$ cat src/rtl/pll_seq_pkg.sv
// Shared state encoding and reset constants for the PLL lock sequencer.
// The encodings are visible to software through o_state, so they must not change.
package pll_seq_pkg;

   typedef enum logic [2:0] {
      ST_OFF       = 3'd0,
      ST_RESET     = 3'd1,
      ST_WAIT_LOCK = 3'd2,
      ST_STABLE    = 3'd3,
      ST_RUN       = 3'd4,
      ST_FAIL      = 3'd5,
      ST_BYPASS    = 3'd6
   } pll_seq_state_t;

   localparam logic [7:0] DIVMUL_RST = 8'd1;

   // PLL may only be released from reset while a lock is being acquired or held.
   function automatic logic pll_released(input pll_seq_state_t s);
      return (s == ST_WAIT_LOCK) || (s == ST_STABLE) || (s == ST_RUN);
   endfunction

   function automatic logic seq_busy(input pll_seq_state_t s);
      return (s == ST_RESET) || (s == ST_WAIT_LOCK) || (s == ST_STABLE);
   endfunction

endpackage

$ cat src/rtl/sync_2ff.sv
// Two-flop synchroniser for quasi-static asynchronous inputs.
// Each bit is synchronised independently, so it must not carry multi-bit values.
module sync_2ff #(
   parameter int unsigned WIDTH = 1
) (
   input  logic             clk,
   input  logic             rst_n,
   input  logic [WIDTH-1:0] d,
   output logic [WIDTH-1:0] q
);

   logic [WIDTH-1:0] meta;

   always_ff @(posedge clk or negedge rst_n) begin
      if (!rst_n) begin
         meta <= '0;
         q    <= '0;
      end else begin
         meta <= d;
         q    <= meta;
      end
   end

endmodule

$ cat src/rtl/pll_lock_sequencer.sv
// PLL bring-up/reconfiguration sequencer: reset, lock wait with timeout, lock debounce,
// then hands the SoC clock mux over to the PLL; falls back to xo_clk on any disturbance.
module pll_lock_sequencer
   import pll_seq_pkg::*;
#(
   parameter int unsigned RESET_CYCLES  = 16,
   parameter int unsigned STABLE_CYCLES = 8,
   parameter int unsigned CNT_W         = 32
) (
   input  logic             xo_clk,
   input  logic             reset_n,
   input  logic             i_pll_enable,
   input  logic             i_pll_bypass,
   input  logic             i_cfg_update,
   input  logic [7:0]       i_pll_div,
   input  logic [7:0]       i_pll_mul,
   input  logic [CNT_W-1:0] i_lock_timeout,
   input  logic             i_pll_locked,
   input  logic             i_pll_error,
   output logic             o_pll_reset,
   output logic [7:0]       o_pll_div,
   output logic [7:0]       o_pll_mul,
   output logic             o_soc_clk_select,
   output logic             o_busy,
   output logic             o_timeout_err,
   output logic [2:0]       o_state
);

   localparam logic [CNT_W-1:0] CNT_ONE     = CNT_W'(1);
   localparam logic [CNT_W-1:0] CNT_MAX     = {CNT_W{1'b1}};
   localparam logic [CNT_W-1:0] RESET_LAST  = CNT_W'(RESET_CYCLES - 1);
   localparam logic [CNT_W-1:0] STABLE_LAST = CNT_W'(STABLE_CYCLES - 1);

   logic [1:0]       sync_q;
   logic             lock_s;
   logic             err_s;
   pll_seq_state_t   state;
   pll_seq_state_t   state_next;
   logic [CNT_W-1:0] cnt;
   logic             restart;
   logic             timed_out;

   sync_2ff #(.WIDTH(2)) u_sync (
      .clk   (xo_clk),
      .rst_n (reset_n),
      .d     ({i_pll_error, i_pll_locked}),
      .q     (sync_q)
   );

   assign lock_s  = sync_q[0];
   assign err_s   = sync_q[1];
   assign o_state = state;

   always_comb begin
      state_next = state;
      timed_out  = (i_lock_timeout != '0) && (cnt >= (i_lock_timeout - CNT_ONE));
      if (!i_pll_enable) begin
         state_next = ST_OFF;
      end else if (i_pll_bypass) begin
         state_next = ST_BYPASS;
      end else begin
         case (state)
            ST_OFF, ST_BYPASS: state_next = ST_RESET;
            ST_FAIL: begin
               if (!err_s && i_cfg_update) state_next = ST_RESET;
            end
            ST_RESET, ST_WAIT_LOCK, ST_STABLE, ST_RUN: begin
               if (err_s) begin
                  state_next = ST_FAIL;
               end else if (i_cfg_update) begin
                  state_next = ST_RESET;
               end else begin
                  case (state)
                     ST_RESET: if (cnt >= RESET_LAST) state_next = ST_WAIT_LOCK;
                     // Lock is checked first so a same-cycle lock beats the timeout.
                     ST_WAIT_LOCK: begin
                        if (lock_s)         state_next = ST_STABLE;
                        else if (timed_out) state_next = ST_FAIL;
                     end
                     ST_STABLE: begin
                        if (!lock_s)                state_next = ST_WAIT_LOCK;
                        else if (cnt >= STABLE_LAST) state_next = ST_RUN;
                     end
                     default: if (!lock_s) state_next = ST_WAIT_LOCK;
                  endcase
               end
            end
            default: state_next = ST_OFF;
         endcase
      end
   end

   // Re-entering RESET through cfg_update counts as a fresh entry.
   assign restart = (state_next == ST_RESET) && ((state != ST_RESET) || i_cfg_update);

   // Shared phase counter. STABLE is entered on a locked cycle, so it starts at one.
   always_ff @(posedge xo_clk or negedge reset_n) begin
      if (!reset_n) begin
         cnt <= '0;
      end else if (restart || (state_next != state)) begin
         cnt <= (state_next == ST_STABLE) ? CNT_ONE : '0;
      end else if (cnt != CNT_MAX) begin
         cnt <= cnt + CNT_ONE;
      end
   end

   always_ff @(posedge xo_clk or negedge reset_n) begin
      if (!reset_n) begin
         state            <= ST_OFF;
         o_pll_reset      <= 1'b1;
         o_pll_div        <= DIVMUL_RST;
         o_pll_mul        <= DIVMUL_RST;
         o_soc_clk_select <= 1'b0;
         o_busy           <= 1'b0;
         o_timeout_err    <= 1'b0;
      end else begin
         state            <= state_next;
         o_pll_reset      <= !pll_released(state_next);
         o_busy           <= seq_busy(state_next);
         o_soc_clk_select <= (state == ST_RUN);
         if (restart) begin
            o_pll_div <= i_pll_div;
            o_pll_mul <= i_pll_mul;
         end
         if (state_next == ST_OFF) begin
            o_timeout_err <= 1'b0;
         end else if ((state_next == ST_FAIL) && (state != ST_FAIL)) begin
            o_timeout_err <= 1'b1;
         end else if ((state == ST_FAIL) && (state_next == ST_RESET)) begin
            o_timeout_err <= 1'b0;
         end
      end
   end

endmodule

$ cat config.mk
export PLATFORM = sky130hd
export DESIGN_NAME = pll_lock_sequencer
export DESIGN_NICKNAME = d
export VERILOG_FILES = /design/src/rtl/pll_seq_pkg.sv /design/src/rtl/sync_2ff.sv /design/src/rtl/pll_lock_sequencer.sv
export SDC_FILE = /design/constraint.sdc
export NUM_CORES = 1
export LEC_CHECK = 0
export ABC_AREA = 1
export ABC_CLOCK_PERIOD_IN_PS = 2500
export BUFFER_PORTS_ARGS = -buffer_cell sky130_fd_sc_hd__buf_2
export CORE_MARGIN = 10
export CORE_UTILIZATION = 40
export CTS_CLUSTER_DIAMETER = 80
export CTS_CLUSTER_SIZE = 14
export DETAILED_ROUTE_END_ITERATION = 16
export GPL_ROUTABILITY_DRIVEN = 0
export SKIP_CTS_REPAIR_TIMING = 1
export SLEW_MARGIN = 20
export SYNTH_ARGS = -nofsm -noshare
export SYNTH_HDL_FRONTEND = slang
export SYNTH_HIERARCHICAL = 1
export SYNTH_SLANG_ARGS = --single-unit
$ cat constraint.sdc
create_clock -name xo_clk -period 2.5 [get_ports xo_clk]
set_input_delay 0.5 -clock xo_clk [delete_from_list [all_inputs] [get_ports xo_clk]]
set_output_delay 0.5 -clock xo_clk [all_outputs]
set_load 0.05 [all_outputs]
# ---- Word-level counts from Yosys, hierarchy flattened
# Cells that the tools add are included.
dict set report word_totals {
  elab_cells 69
  out_inout_bits 23
  input_bits 55
  register_bits 59
}
dict set report classes {
  n_addsub 2
  n_mux 19
  magnitude_cmp 3
  reduce_logical 20
  n_eq_ne 15
}
# cell n
set op_table {}
lappend op_table {{$mux 32} 2}
lappend op_table {{$mux 3} 11}
lappend op_table {{$add 32x1->32 const B} 1}
lappend op_table {{$ge 32x3->1 const B} 1}
lappend op_table {{$ge 32x32->1} 1}
lappend op_table {{$ge 32x4->1 const B} 1}
lappend op_table {{$ne 32x32->1 const B} 1}
lappend op_table {{$reduce_bool 32->1} 1}
lappend op_table {{$sub 32x1->32 const B} 1}
lappend op_table {{$pmux 3 s3} 2}
lappend op_table {{$eq 3x3->1 const B} 5}
lappend op_table {{$eq 3x2->1 const B} 4}
lappend op_table {{$eq 3x1->1 const B} 2}
lappend op_table {{$logic_not 3->1} 2}
lappend op_table {{$logic_or 1x1->1} 6}
lappend op_table {{$logic_and 1x1->1} 5}
lappend op_table {{$mux 1} 4}
lappend op_table {{$reduce_or 4->1} 1}
lappend op_table {{$ne 3x1->1 const B} 1}
lappend op_table {{$ne 3x3->1} 1}
lappend op_table {{$ne 3x3->1 const B} 1}
lappend op_table {{$reduce_bool 3->1} 1}
lappend op_table {{$logic_not 1->1} 2}
lappend op_table {{$reduce_bool 2->1} 1}
lappend op_table {{$reduce_or 2->1} 1}

# ---- Depth between registers and ports, before layout
# Gate-level depths: netlist of the first run.
dict set report logic_depth {
  ltp_word 16
  depth_mapped 33
  ltp_nobuf 33
}

# ---- By module
# Netlist of the first run, hierarchy kept.
# module cells_per_inst area_each_um2 instances seq_area_each_um2
set by_module_without_submodules {}
lappend by_module_without_submodules {pll_lock_sequencer 652 4546.9 1 1380.1}
lappend by_module_without_submodules {sync_2ff 4 100.1 1 100.1}

# ---- Worst setup path before layout of the first run
# No wires, ideal clock.
dict set report synth_path {
  path_type {input-to-reg}
  start {in i_lock_timeout[0]}
  end {reg cnt[29]}
  n_path_buf 1
  required_time_ns 2.429
  setup_ns 0.071
  cell_stages 30
  setup_slack_ns -1.446
  arrival_ns 3.875
  path_cell_list {inv_1 -> nand2_1 -> nor3_2 -> nand3_1 -> nor2_1 -> nand4_1 -> or2_2 -> nor4_2 -> nand3_1 -> xor2_1 -> ha_1 -> a21oi_1 -> o21a_1 -> nand2_1 -> a21oi_1 -> nand2_1 -> nand2_1 -> nand2_1 -> nand2_1 -> nand2_1 -> nand2_1 -> nand2_1 -> nand2_2 -> nand2_4 -> nand2_1 -> nand2_1 -> nor2_4 -> nand3_4 -> buf_6 -> nor2_1}
}
dict set report synth_via {
  elab_chain_len 15
  elab_cells_between_ends 18
  cone_classes {add/sub: 1; order compare: 1; eq/ne: 2; mux: 9; reduce/logical: 5}
}
# item line_no
set synth_lines {}
lappend synth_lines {{from (decl)} pll_lock_sequencer.sv:17} ;# input logic [CNT_W-1:0] i_lock_timeout,
lappend synth_lines {{$sub 32x1->32} pll_lock_sequencer.sv:56} ;# timed_out = (i_lock_timeout != '0) && (cnt >= (i_lock_timeout - CNT_ONE));
lappend synth_lines {{$ge 32x32->1} pll_lock_sequencer.sv:56}
lappend synth_lines {{$logic_and 1x1->1 *} pll_lock_sequencer.sv:56}
lappend synth_lines {{$mux 3 *} pll_lock_sequencer.sv:78} ;# else if (timed_out) state_next = ST_FAIL;
lappend synth_lines {{$mux 3 *} pll_lock_sequencer.sv:77} ;# if (lock_s) state_next = ST_STABLE;
lappend synth_lines {{$pmux 3 s3 *} pll_lock_sequencer.sv:73} ;# case (state)
lappend synth_lines {{$mux 3 *} pll_lock_sequencer.sv:70} ;# end else if (i_cfg_update) begin
lappend synth_lines {{$mux 3 *} pll_lock_sequencer.sv:68} ;# if (err_s) begin
lappend synth_lines {{$pmux 3 s3 *} pll_lock_sequencer.sv:62} ;# case (state)
lappend synth_lines {{$mux 3 *} pll_lock_sequencer.sv:59} ;# end else if (i_pll_bypass) begin
lappend synth_lines {{$mux 3 *} pll_lock_sequencer.sv:57} ;# if (!i_pll_enable) begin
lappend synth_lines {{$eq 3x1->1} pll_lock_sequencer.sv:94} ;# assign restart = (state_next == ST_RESET) && ((state != ST_RESET) || i_cfg_update);
lappend synth_lines {{$logic_and 1x1->1} pll_lock_sequencer.sv:94}
lappend synth_lines {{$logic_or 1x1->1 *} pll_lock_sequencer.sv:100} ;# end else if (restart || (state_next != state)) begin
lappend synth_lines {{$mux 32 / $reduce_bool 2->1 (equally long branches)} --}
lappend synth_lines {{to (signal assigned)} pll_lock_sequencer.sv:101} ;# cnt <= (state_next == ST_STABLE) ? CNT_ONE : '0;
lappend synth_lines {{to (signal assigned)} pll_lock_sequencer.sv:103} ;# cnt <= cnt + CNT_ONE;
lappend synth_lines {{to (decl)} pll_lock_sequencer.sv:39} ;# logic [CNT_W-1:0] cnt;
# Every way passes the cells marked *; elsewhere a longest branch is shown, timed or not.
# A chain may end at the register's enable or synchronous reset.

# ---- Worst setup path in the final report of the first run
dict set report layout_path {
  start {in i_lock_timeout[12]}
  end {reg cnt[14]}
}
# Same word-level chain as after synthesis.

==> impl_metrics.yaml, run 1 <==
logic_synthesis:
  yosys-top-cells-area: "dfrtp_1 30%, nand2_1 12%, nor2_1 9.6%"
  synth_edf_count: 0
  synth_ff_type: "dfrtp_1"
  ys_top_cells_by_count: "143 x nand2_1, 119 x nor2_1, 93 x inv_1, 56 x dfrtp_1, 36 x xor2_1"
  synth.top_cell.area_share: 0.302
  yosysSeqAreaShare: 0.319
  ys_ff_latch: 59
  syn_area_per_cell_sq_um: 7.08
  synth_top_area_cell: "dfrtp_1"
  yosys_warnings: 6
  synth_cells: 656
  synth_area_sq_um: 4650
  synth_fp_nets: 746
  synthArstFlopShare: 1.00
  yosys.cell_count.top_type: "nand2_1"
  yosysUniqueCellTypes: 38
timing:
  setup_viol: 54
  whs_ns: 0.183
  finalHoldViolCount: 0
  rsz0062_at_grt: "true"
  drv_slew: 0
  max_slew_margin: 0.586
  setup_tns_ns: -75.52
  final.period_utilization: 1.58
  fin_skew_ns: 0.00603
  worst_pin_slew_ns: 0.621
  finalCriticalPeriod_ns: 3.96
  setup_slack_ns: -1.46
  fmax_ghz: 0.252
placement:
  io_buffers: 77
  place_hpwl_microns: 10400
floorplanning:
  row_count: 39
  initial_core_util: 0.407
  dieArea_sq_um: 16300
  fp.coreArea_sq_um: 11400
  ios: 78
  die_w_microns: 128
  fp.dieH_microns: 128
critical_path:
  rr_startpoint: "cnt[14]"
  timing.critical_path.fanout_max: 8
  slowest_stage: "nor4_4"
  crit_arrival_ns: 4.23
  worstSetupPathType: "in2reg"
  start_kind: "input pin"
  required_ns: 2.76
  crit_start: "i_lock_timeout[12]"
  slowest_delay_ns: 0.32
  timing.critical_path.mode_cell: "nand2_1"
  end_kind: "flop"
finish:
  drive_above_1_share: 0.383
  syn_to_final_growth_pct: 51.7
  fin_nets: 967
  finish.utilization: 0.617
  num-fill-cells: 1013
  num_antenna_cells: 0
global_routing:
  gr-usage-all-layers: 0.159
  antenna_found_initial: 0
  gr-total-overflow: 0
  grt_pass1_wl_microns: 21800
  grt_pass1_vias: 4978
  grt_max_degree: 34
clocking:
  ctsLongestPathBuffers: 2
  cts.clk_slew.worst_paths_ns: 0.05
  root_buffer: "clkbuf_16"
  cts_buffers: 9
  ctsHtreeMaxLevel: 3
  clock_sinks: 59
  clk-insertion-delay-late_ns: 0.33
  cts_tree: "done"
status:
  violations: "setup timing"
  outcome: "finished with violations"
flow_run:
  maxCapViolCount: 0
routing:
  drt_wl_total_microns: 13500
  wire_per_inst_microns: 13.1
  drt_iter0_drc: 201
  vias: 4879
  first_pass_iters: 7
  route.detailed.drc: 0
  viasPerCell: 4.76
  final_antenna_net_count: 0
pwr:
  pwr_density_cell_nw_per_um2: 489
  p_leak_nw: 3.56
  ir_drop_mv: 0.663
hold_path:
  hold_class: "in2async"
## through the flow
step / instances / instance area (sq um) / setup slack, ns / total power, mW
floorplan: 656 / 4690 / -1.26 / 1.63
global placement: 998 / 6200 / -1.67 / 1.94
detailed placement: 998 / 6200 / -1.77 / 1.96
CTS: 1013 / 6530 / -1.45 / 3.32
global route: 1024 / 7050 / -1.74 / 3.61
finish: 1024 / 7050 / -1.46 / 3.45
## critical path, delay by kind of cell
family	cells	cell delay, ns
AND/OR/NAND/NOR	22	2.57
AO/OA/AOI/OAI	3	0.35
adder cells (fa/ha/maj)	1	0.32
buffers and inverters	2	0.29
XOR/XNOR	1	0.17
## power by group
group | internal (mW) | leakage (nW) | total [mW] | switching [mW]
registers | 1.05 | 0.777 | 1.12 | 0.0731
logic | 0.361 | 2.63 | 0.985 | 0.624
clock network | 0.919 | 0.162 | 1.34 | 0.424
## area by class of cell
class / count / area (sq um) / share of cell area
Multi-Input combinational cell: 495 / 3110 / 0.442
Timing Repair Buffer: 216 / 1590 / 0.225
Sequential cell: 59 / 1480 / 0.210
Inverter: 96 / 360 / 0.0511
Clock buffer: 11 / 253 / 0.0359
Tap cell: 143 / 179 / 0.0254
Clock inverter: 4 / 73.8 / 0.0105
## cell families after synthesis
kind of cell	Yosys count	share of synthesized area
multiplexers	1	0.00215
AND/OR/NAND/NOR	358	0.344
adder cells (fa/ha/maj)	35	0.0942
flip-flops	59	0.319
buffers and inverters	102	0.0878
XOR/XNOR	50	0.0942
AO/OA/AOI/OAI	51	0.0587
## state kept, by name, summed over array words and instances (netlist names)
name and flops:
o_state 3, u_sync/q 2, cnt 32, o_busy 1, o_pll_mul 8, o_timeout_err 1, o_pll_div 8, o_pll_reset 1
o_soc_clk_select 1, u_sync/meta 2
## routing by layer
layer  vias up  share of wire  track usage
li1       2531              -            -
met3        17          0.070       0.0480
met1      2207           0.45        0.193
met4         0          0.016       0.0563
met2       124           0.46        0.260
met5         -              0            0
## placed cells by master, fill, tap and decap left out, types with 11 or more instances in the layout
cell | netlist | final
buf_4 | 0 | 128
nand2_1 | 143 | 119
nor2_1 | 119 | 95
inv_1 | 93 | 90
buf_2 | 2 | 73
dfrtp_1 | 56 | 56
xor2_1 | 36 | 35
ha_1 | 35 | 34
nand3_1 | 32 | 28
nor2_2 | 9 | 23
nand2_2 | 7 | 23
xnor2_1 | 14 | 14
nor3_1 | 16 | 14
a21oi_1 | 17 | 13
clkbuf_16 | 0 | 13
nand4_1 | 12 | 12
nor2_4 | 1 | 11
## worst paths after layout
check                                   endpoint  slack [ns]  depth (start not counted)
worst min-delay path            o_soc_clk_select        0.18                          1
min in group xo_clk               u_sync/meta[0]        0.27                          1
worst min register to register       u_sync/q[0]        0.34                          0
worst max-delay path                     cnt[14]       -1.46                         29
worst max register to register      o_pll_mul[5]       -0.16                         21
max in group asynchronous                cnt[15]        1.60                          2
Note: power is estimated with default switching activity, not from simulation.
==> run 2: changes to the inputs <==
- REMOVE_ABC_BUFFERS: default -> 1
==> run 2 against run 1 <==
The flow still finishes with violations (setup timing). Total power down 4.7%. Flip-flop and latch count unchanged. Critical path depth shrank 1. Register-to-register slack improved by 0.06 ns. Sequential power about the same. Final cell count decreased by 0.29%. Non-clock buffer count decreased by 4.
==> impl_metrics.yaml, run 2 (synthesized netlist as in run 1, its figures left out) <==
critical_path:
  crit_start: "i_lock_timeout[12]"
  crit_buf_inv: 3
  rr_endpoint: "cnt[22]"
  rr_startpoint: "cnt[15]"
  timing.critical_path.mode_cell: "nand2_1"
  crit_arrival_ns: 4.11
  rrSetupSlack_ns: -0.10
  timing.critical_path.fanout_max: 17
  required_ns: 2.76
  worstSetupPathType: "in2reg"
  crit_cells: 28
  end_kind: "flop"
  start_kind: "input pin"
  endpoint: "cnt[22]"
  rr_worst_depth: 22
  cp_top_family: "simple AND/OR/NAND/NOR gates"
  slowest_delay_ns: 0.30
  slowest_stage: "nor4_4"
floorplanning:
  dieArea_sq_um: 16300
  ios: 78
  row_count: 39
  initial_core_util: 0.407
  fp.dieH_microns: 128
  die_w_microns: 128
  fp.coreArea_sq_um: 11400
pwr:
  pwr-share-comb: 0.274
  p_leak_nw: 3.48
  p_clk_frac: 0.391
  ir_drop_mv: 0.553
  pwr-share-seq: 0.335
  p_int_mw: 2.22
  switching_share: 0.323
  pwr_density_cell_nw_per_um2: 483
  power.net_switching_mw: 1.06
global_routing:
  grt_max_degree: 34
  gr-total-overflow: 0
  antenna_found_initial: 0
  grtUsageMet1: 0.193
  grt_pass1_vias: 4819
  grt_pass1_wl_microns: 21300
  gr-usage-all-layers: 0.156
  grtUsageMet3: 0.0414
  busiest_layer: "met2"
  grtUsageMet2: 0.251
timing:
  setup_slack_ns: -1.35
  fin_skew_ns: 0.00649
  drv_slew: 0
  finalCriticalPeriod_ns: 3.85
  max_slew_margin: 0.539
  fmax_ghz: 0.260
  final.period_utilization: 1.54
  worst_pin_slew_ns: 0.691
  finalHoldViolCount: 0
  rsz0062_at_grt: "true"
  setup_tns_ns: -69.56
  setup_viol: 54
  whs_ns: 0.213
status:
  outcome: "finished with violations"
  violations: "setup timing"
placement:
  place_ws_ns: -1.94
  place_area_sq_um: 6160
  place_hpwl_microns: 10400
  io_buffers: 77
routing:
  wire_per_inst_microns: 12.7
  final_antenna_net_count: 0
  route.detailed.drc: 0
  vias: 4855
  drt_wl_total_microns: 13000
  viasPerCell: 4.76
  drt_iter0_drc: 176
  first_pass_iters: 5
clocking:
  cts.clk_slew.worst_paths_ns: 0.05
  clock_sinks: 59
  clk-insertion-delay-late_ns: 0.33
  cts_tree: "done"
  ctsLongestPathBuffers: 2
  ctsHtreeMaxLevel: 3
  cts_buffers: 9
  root_buffer: "clkbuf_16"
finish:
  num_antenna_cells: 0
  final_common_cell: "nand2_1"
  fin_nets: 963
  syn_to_final_growth_pct: 46.5
  drive_above_1_share: 0.347
  regMostFlops: "cnt"
  finish.utilization: 0.596
  largestRegisters: "cnt x32, o_pll_div x8, o_pll_mul x8"
  final_cell_area_sq_um: 6810
  most-common-layout-cells: "134 x nand2_1, 130 x buf_4, 99 x nor2_1"
  largest_reg_flops: 32
hold_path:
  hold_class: "in2async"
flow_run:
  maxCapViolCount: 0
## run 2: power by group through the flow
stage	clock network, mW	registers (mW)	logic [mW]
after floorplan	0	1.38	0.232
after global placement	0	1.11	0.833
after detailed placement	0	1.11	0.854
after CTS	1.31	1.10	0.855
after global routing	1.34	1.11	0.980
final	1.28	1.10	0.902
## run 2: layout make-up
cell class                 instances  area [sq um]
fill                            1029          4610
multi-input combinational        495          2990
timing repair buffer             212          1480
sequential                        59          1480
inverter                          96           365
clock buffer                      11           233
tap                              143           179
clock inverter                     5          77.6
## run 2: how the worst min path moves through the flow
stage | end | slack, ns
CTS | cnt[25] | 0.24
floorplan | cnt[0] | 0.20
global route | cnt[25] | 0.26
detailed placement | u_sync/q[0] | 0.34
global placement | u_sync/q[0] | 0.33
finish | cnt[25] | 0.21
## run 2: routing by layer
metal	wire [microns]	vias up
met1	5990	2203
met5	0	-
met3	813	20
met2	5950	112
li1	-	2520
met4	257	0
## run 2: stage by stage
step	std cells	power, mW
detailed placement	996	1.97
global route	1021	3.43
floorplan	650	1.61
CTS	1012	3.26
global placement	996	1.94
finish	1021	3.28
